<file path="src/rtl/alu_sequencer.sv">
//==============================================================================
// Module      : alu_sequencer
// Description : Request/response controller driving a combinational ALU;
//               adds a two-pass add-with-carry-in composite operation.
// Revision    : 1.0
//==============================================================================
`default_nettype none

module alu_sequencer #(
    parameter int BUS_WIDTH = 32
) (
    input  logic                 clk_i,
    input  logic                 rst_ni,
    input  logic                 req_valid_i,
    output logic                 req_ready_o,
    input  logic [3:0]           req_op_i,
    input  logic                 req_cin_i,
    input  logic [BUS_WIDTH-1:0] req_a_i,
    input  logic [BUS_WIDTH-1:0] req_b_i,
    output logic [3:0]           alu_opcode_o,
    output logic [BUS_WIDTH-1:0] alu_num_0_o,
    output logic [BUS_WIDTH-1:0] alu_num_1_o,
    input  logic [BUS_WIDTH-1:0] alu_num_out_i,
    input  logic                 alu_over_flag_i,
    input  logic                 alu_zero_flag_i,
    input  logic                 alu_greater_flag_i,
    input  logic                 alu_equal_flag_i,
    output logic                 rsp_valid_o,
    input  logic                 rsp_ready_i,
    output logic [BUS_WIDTH-1:0] rsp_data_o,
    output logic                 rsp_over_o,
    output logic                 rsp_zero_o,
    output logic                 rsp_greater_o,
    output logic                 rsp_equal_o
);

    localparam logic [3:0] C_OP_NUL = 4'b0000;
    localparam logic [3:0] C_OP_ADD = 4'b0001;

    typedef enum logic [1:0] {
        IDLE  = 2'd0,
        EXEC  = 2'd1,
        CARRY = 2'd2,
        RESP  = 2'd3
    } state_e;

    state_e               state_q, state_d;
    logic [3:0]           opcode_q, opcode_d;
    logic [BUS_WIDTH-1:0] num0_q, num0_d;
    logic [BUS_WIDTH-1:0] num1_q, num1_d;
    logic                 cin_q, cin_d;
    logic                 valid_q, valid_d;
    logic [BUS_WIDTH-1:0] data_q, data_d;
    logic                 over_q, over_d;
    logic                 zero_q, zero_d;
    logic                 greater_q, greater_d;
    logic                 equal_q, equal_d;

    always_ff @(posedge clk_i or negedge rst_ni) begin
        if (!rst_ni) begin
            state_q   <= IDLE;
            opcode_q  <= C_OP_NUL;
            num0_q    <= '0;
            num1_q    <= '0;
            cin_q     <= 1'b0;
            valid_q   <= 1'b0;
            data_q    <= '0;
            over_q    <= 1'b0;
            zero_q    <= 1'b0;
            greater_q <= 1'b0;
            equal_q   <= 1'b0;
        end else begin
            state_q   <= state_d;
            opcode_q  <= opcode_d;
            num0_q    <= num0_d;
            num1_q    <= num1_d;
            cin_q     <= cin_d;
            valid_q   <= valid_d;
            data_q    <= data_d;
            over_q    <= over_d;
            zero_q    <= zero_d;
            greater_q <= greater_d;
            equal_q   <= equal_d;
        end
    end

    always_comb begin
        state_d   = state_q;
        opcode_d  = opcode_q;
        num0_d    = num0_q;
        num1_d    = num1_q;
        cin_d     = cin_q;
        valid_d   = valid_q;
        data_d    = data_q;
        over_d    = over_q;
        zero_d    = zero_q;
        greater_d = greater_q;
        equal_d   = equal_q;
        case (state_q)
            IDLE: begin
                if (req_valid_i) begin
                    opcode_d = req_op_i;
                    num0_d   = req_a_i;
                    num1_d   = req_b_i;
                    cin_d    = req_cin_i;
                    state_d  = EXEC;
                end
            end
            EXEC: begin
                data_d    = alu_num_out_i;
                over_d    = alu_over_flag_i;
                zero_d    = alu_zero_flag_i;
                greater_d = alu_greater_flag_i;
                equal_d   = alu_equal_flag_i;
                if (opcode_q == C_OP_ADD && cin_q) begin
                    num0_d  = alu_num_out_i;
                    num1_d  = BUS_WIDTH'(1);
                    state_d = CARRY;
                end else begin
                    state_d = RESP;
                end
            end
            CARRY: begin
                // greater/equal keep the first-pass comparison of the original operands
                data_d  = alu_num_out_i;
                over_d  = over_q | alu_over_flag_i;
                zero_d  = alu_zero_flag_i;
                state_d = RESP;
            end
            RESP: begin
                // valid is launched one cycle after the result registers settle
                if (!valid_q) begin
                    valid_d = 1'b1;
                end else if (rsp_ready_i) begin
                    valid_d  = 1'b0;
                    opcode_d = C_OP_NUL;
                    state_d  = IDLE;
                end
            end
            default: state_d = IDLE;
        endcase
    end

    assign req_ready_o   = (state_q == IDLE);
    assign alu_opcode_o  = opcode_q;
    assign alu_num_0_o   = num0_q;
    assign alu_num_1_o   = num1_q;
    assign rsp_valid_o   = valid_q;
    assign rsp_data_o    = data_q;
    assign rsp_over_o    = over_q;
    assign rsp_zero_o    = zero_q;
    assign rsp_greater_o = greater_q;
    assign rsp_equal_o   = equal_q;

endmodule

`default_nettype wire

</file>
<file path="config.mk">
export PLATFORM = sky130hd
export DESIGN_NAME = alu_sequencer
export DESIGN_NICKNAME = d
export VERILOG_FILES = /design/src/rtl/alu_sequencer.sv
export SDC_FILE = /design/constraint.sdc
export NUM_CORES = 1
export LEC_CHECK = 0
export ABC_CLOCK_PERIOD_IN_PS = 2810
export CORE_UTILIZATION = 30
export DETAILED_ROUTE_END_ITERATION = 12
export GPL_ROUTABILITY_DRIVEN = 0
export PLACE_DENSITY = 0.68
export SKIP_CTS_REPAIR_TIMING = 1
export SLEW_MARGIN = 20
export SYNTH_ARGS = -nofsm -noshare
export SYNTH_HDL_FRONTEND = slang
export SYNTH_SLANG_ARGS = --single-unit
</file>
<file path="constraint.sdc">
create_clock -name clk_i -period 2.81 [get_ports clk_i]
set_clock_uncertainty 0.15 [all_clocks]
set_input_delay 0.4215 -clock clk_i [delete_from_list [all_inputs] [get_ports clk_i]]
set_output_delay 0.4215 -clock clk_i [all_outputs]
set_load 0.05 [all_outputs]
</file>
# After elaboration in Yosys (flattened, before gate mapping)
# Cells that the tools add are included.
classes:
  addsub: 0
  multipliers: 0
  n_div: 0
  n_lt_le_gt_ge: 0
  eq_ne: 8
  shift: 0
  n_mux: 18
  bitwise_logic: 1
  n_reduce_logical: 10
op_table:
  columns: ["operator", "count"]
  rows:
  - ["$mux W32", 4]
  - ["$pmux W32 S2", 2]
  - ["$mux W4", 3]
  - ["$ne A2 B2 Y1 const B", 4]
  - ["$pmux W2 S4", 1]
  - ["$pmux W4 S2", 1]
  - ["$mux W2", 3]
  - ["$reduce_and A3 Y1", 2]
  - ["$reduce_bool A2 Y1", 3]
  - ["$eq A2 B2 Y1 const B", 2]
  - ["$eq A4 B1 Y1 const B", 1]
  - ["$reduce_and A4 Y1", 1]
  - ["$mux W1", 3]
  - ["$eq A2 B1 Y1 const B", 1]
  - ["$logic_not A2 Y1", 1]
  - ["$pmux W1 S2", 1]
  - ["$reduce_and A2 Y1", 1]
  - ["$reduce_or A2 Y1", 1]
  - ["$logic_and A1 B1 Y1", 1]
  - ["$or A1 B1 Y1", 1]
totals:
  register_bits: 108
  latchBits: 0
  mem_bits_rw: 0
  mem_bits_ro: 0
  input_bits: 109
  output_inout_bits: 106
  memories: 0

# Longest topological paths before layout
depth:
  depth_word: 4
  mapped_depth: 8
  depth_no_buf: 6

# Worst setup path before layout
# Ideal clock, no wire load.
synth_path:
  path_type: "flip-flop to flip-flop"
  from: "reg state_q[0]"
  to: "reg num0_q[15], in the netlist alu_num_0_o[15]"
  setup_time_ns: 0.125
  t_arrival_ns: 2.107
  required_ns: 2.535
  path_slack_ns: 0.428
  path_stages_with_launch: 8
  path_buffers: 2
  period_less_slack_ns: 2.382
  cell_sequence: "dfrtp_1 > inv_1 > ha_1 > buf_2 > nand2b_1 > o2111ai_4 > buf_4 > mux2_2"
synth_via:
  elab_chain_cells: 3
  elab_cells_between_ends: 7
  classes_between: "3 x eq/ne; 1 x mux; 3 x reduce/logical"
synth_rtl:
  columns: ["item", "line_no", "text"]
  rows:
  - ["from (decl)", "47", "state_e state_q, state_d;"]
  - ["from (signal assigned)", "73", "state_q <= state_d;"]
  - ["$logic_not A2 Y1 (*)", null, null]
  - ["via req_ready_o", "15", "output logic req_ready_o,"]
  - ["$ne A2 B2 Y1 (no line) / $reduce_bool A2 Y1 (equally long branches)", null, null]
  - ["$reduce_and A3 Y1 (no line)", null, null]
  - ["to (signal assigned)", "75", "num0_q <= num0_d;"]
  - ["to (decl)", "49", "logic [BUS_WIDTH-1:0] num0_q, num0_d;"]
# Mark *: on every way through the listed nets, which the timed path passes. The rest lies on a longest branch.
# A chain may end at the register's enable or synchronous reset.

# Worst setup path after layout
layout_path:
  from: "reg state_q[0]"
  to: "out req_ready_o"
layout_via:
  elab_chain_cells: 1
layout_rtl:
  columns: ["item", "line_no", "text"]
  rows:
  - ["$logic_not A2 Y1", "144", "assign req_ready_o = (state_q == IDLE);"]
  - ["to (decl)", "15", null]
# No other way between the ends.

==> results_dict.tcl <==
set metrics [dict create \
    r2r_slack_ns 0.65 \
    diodes 0 \
    ys_ff_latch 108 \
    route.detailed.vias_per_inst 4.49 \
    path_max_fanout 11 \
    die_y_um 128 \
    firstDrtPassIters 4 \
    wl_met3_mm 1.17 \
    post-route-min-period_ns 2.64 \
    syn-num-nets 442 \
    cts-buffers-inserted 9 \
    synth_common_cells "mux2_2, dfrtp_1, nor2b_1, clkbuf_1" \
    final.setup.worst_slack_ns 0.166 \
    synth_area_leader_cell "dfrtp_1" \
    status "complete, but fails checks" \
    ys.flop_type "dfrtp_1" \
    cts_buffer_depth 2 \
    drv_slew 0 \
    antenna_found_initial 0 \
    violations "negative hold slack" \
    port_buffers 214 \
    fin_nets 655 \
    maxCapViolCount 0 \
    critPathRequiredTime_ns 2.24 \
    hold_path_class "in -> async" \
    dr_total_vias 3407 \
    fin_tns_setup_ns 0 \
    io_pins 215 \
    max_clock_freq_ghz 0.378 \
    overflow 0 \
    start_kind "flip-flop" \
    grt_start_max_net_pins 109 \
    start_util_pct 31.0 \
    synth-edff-count 0 \
    die_area_mm2 0.0164 \
    area_growth_pct 55.8 \
    arrival_ns 2.07 \
    setup_violations 0 \
    wl_met1_mm 4.84 \
    drcViolationCount 0 \
    synth.most_common_cell "mux2_2" \
    clk_latency_ns 0.34 \
    netlist_area_mm2 0.00476 \
    routed.top_layer "met4" \
    grt_usage_pct 14.7 \
    hpwl_mm 8.64 \
    grt_pass1_vias 3557 \
    htreeDepth 3 \
    met2_length_mm 5.82 \
    synth_top_cell_area_share_pct 56.7 \
    grt_pass1_wl_mm 18.5 \
    drt_iter0_drc 86 \
    synth_area_leaders "dfrtp_1, mux2_2, nor2b_1, ha_1, nand4b_1" \
    core_mm2 0.0154 \
    post-place-ws_ns 0.488 \
    end_kind "output port" \
    placementRows 45 \
    post-route-period-util_pct 94.1 \
    yosysWarnings 0 \
    root_buffer "clkbuf_16" \
    holdWs_ns -0.0234 \
    yosys.cell_types.count 24 \
    die_w_um 128 \
    syn_avg_cell_area_um2 14.5 \
    drive_above_1_share_pct 28.2 \
    wl_per_cell_um 15.8 \
    cts.clk_slew.worst_paths_ns 0.07 \
    rsz0062_at_grt "false" \
    cts_tree "built" \
    yosysSeqAreaShare_pct 56.7 \
    worst_pin_slew_ns 0.590 \
    critical_path_class "reg -> out" \
    slew-limit-headroom_pct 60.7 \
    ant_nets 0 \
    finalHoldViolations 6 \
    postSynthCellCount 329 \
    clkSinkCount 108 \
    wl_mm 12.0 \
    async_reset_ff_share_pct 100 \
]
[final timing paths]
check,from,end,cells past startpoint
setup / recovery,state_q[0],req_ready_o,3
hold / removal,rst_ni,rsp_data_o[17],2
setup reg to reg,state_q[0],alu_num_0_o[17],6
hold reg to reg,alu_num_0_o[31],alu_num_0_o[31],1
max in group asynchronous,rst_ni,alu_num_1_o[17],2
min in group clk_i,alu_num_0_o[31],alu_num_0_o[31],1
[layout by cell type (no fill, tap or decap), drive strengths merged]
cell and count:
dfrtp 108, or3b 1, clkbuf 11, nand2 5, a21boi 1, a21oi 1, inv 8, mux2 132
and4b 1, clkinvlp 2, clkdlybuf4s50 213, mux2i 1, nor2b 31, ha 4, nand2b 3, o21ai 7
nor2 1, nand4b 4, buf 8, a22o 1, clkinv 2, o2111ai 1, o21a 1
[kinds of logic after synthesis]
kind of cell | Yosys count | share of synthesized area (%)
muxes | 133 | 31.4
DFF | 108 | 56.7
and+or+nand+nor | 46 | 6.07
buffers and inverters | 26 | 2.84
AOI/OAI and AO/OA | 12 | 1.89
adders and majority gates | 4 | 1.05
[final cells by class]
type / count / area, um^2
fillers: 1378 / 7950
clock inverters: 5 / 37.5
well taps: 211 / 264
clock buffers: 11 / 233
inverters: 7 / 26.3
flip-flops and latches: 108 / 2700
repair buffers: 221 / 2230
multi-input cells: 195 / 1930
[through the flow]
stage / hold WS (ns) / util, % / area, um^2 / cells
5_1_grt: 0.0361 / 48.3 / 7420 / 758
3_3_place_gp: 0.328 / 46.5 / 7150 / 742
3_5_place_dp: 0.334 / 46.5 / 7150 / 742
6_report: -0.0234 / 48.3 / 7420 / 758
4_1_cts: 0.0244 / 48.3 / 7420 / 758
2_1_floorplan: -0.0241 / - / 4760 / 329
[registers in the layout, summed over array words and instances (netlist names)]
name           flops
alu_num_0_o       32
alu_num_1_o       32
alu_opcode_o       4
cin_q              1
rsp_data_o        32
rsp_equal_o        1
rsp_greater_o      1
rsp_over_o         1
rsp_valid_o        1
rsp_zero_o         1
state_q            2
[critical path, stage by stage, from the launching register on]
cell,delay (ns)
dfrtp_1,0.42
inv_1,0.12
ha_2,0.33
clkdlybuf4s50_1,0.85
[layer usage]
layer,global-route usage [%],vias to the layer above
met3,5.76,12
met1,16.6,1670
met4,4.64,0
met5,0,-
met2,25.3,153
li1,-,1572
Power is not shown: default switching activity piles up to over one toggle a cycle in this logic, so the estimate is an artifact.
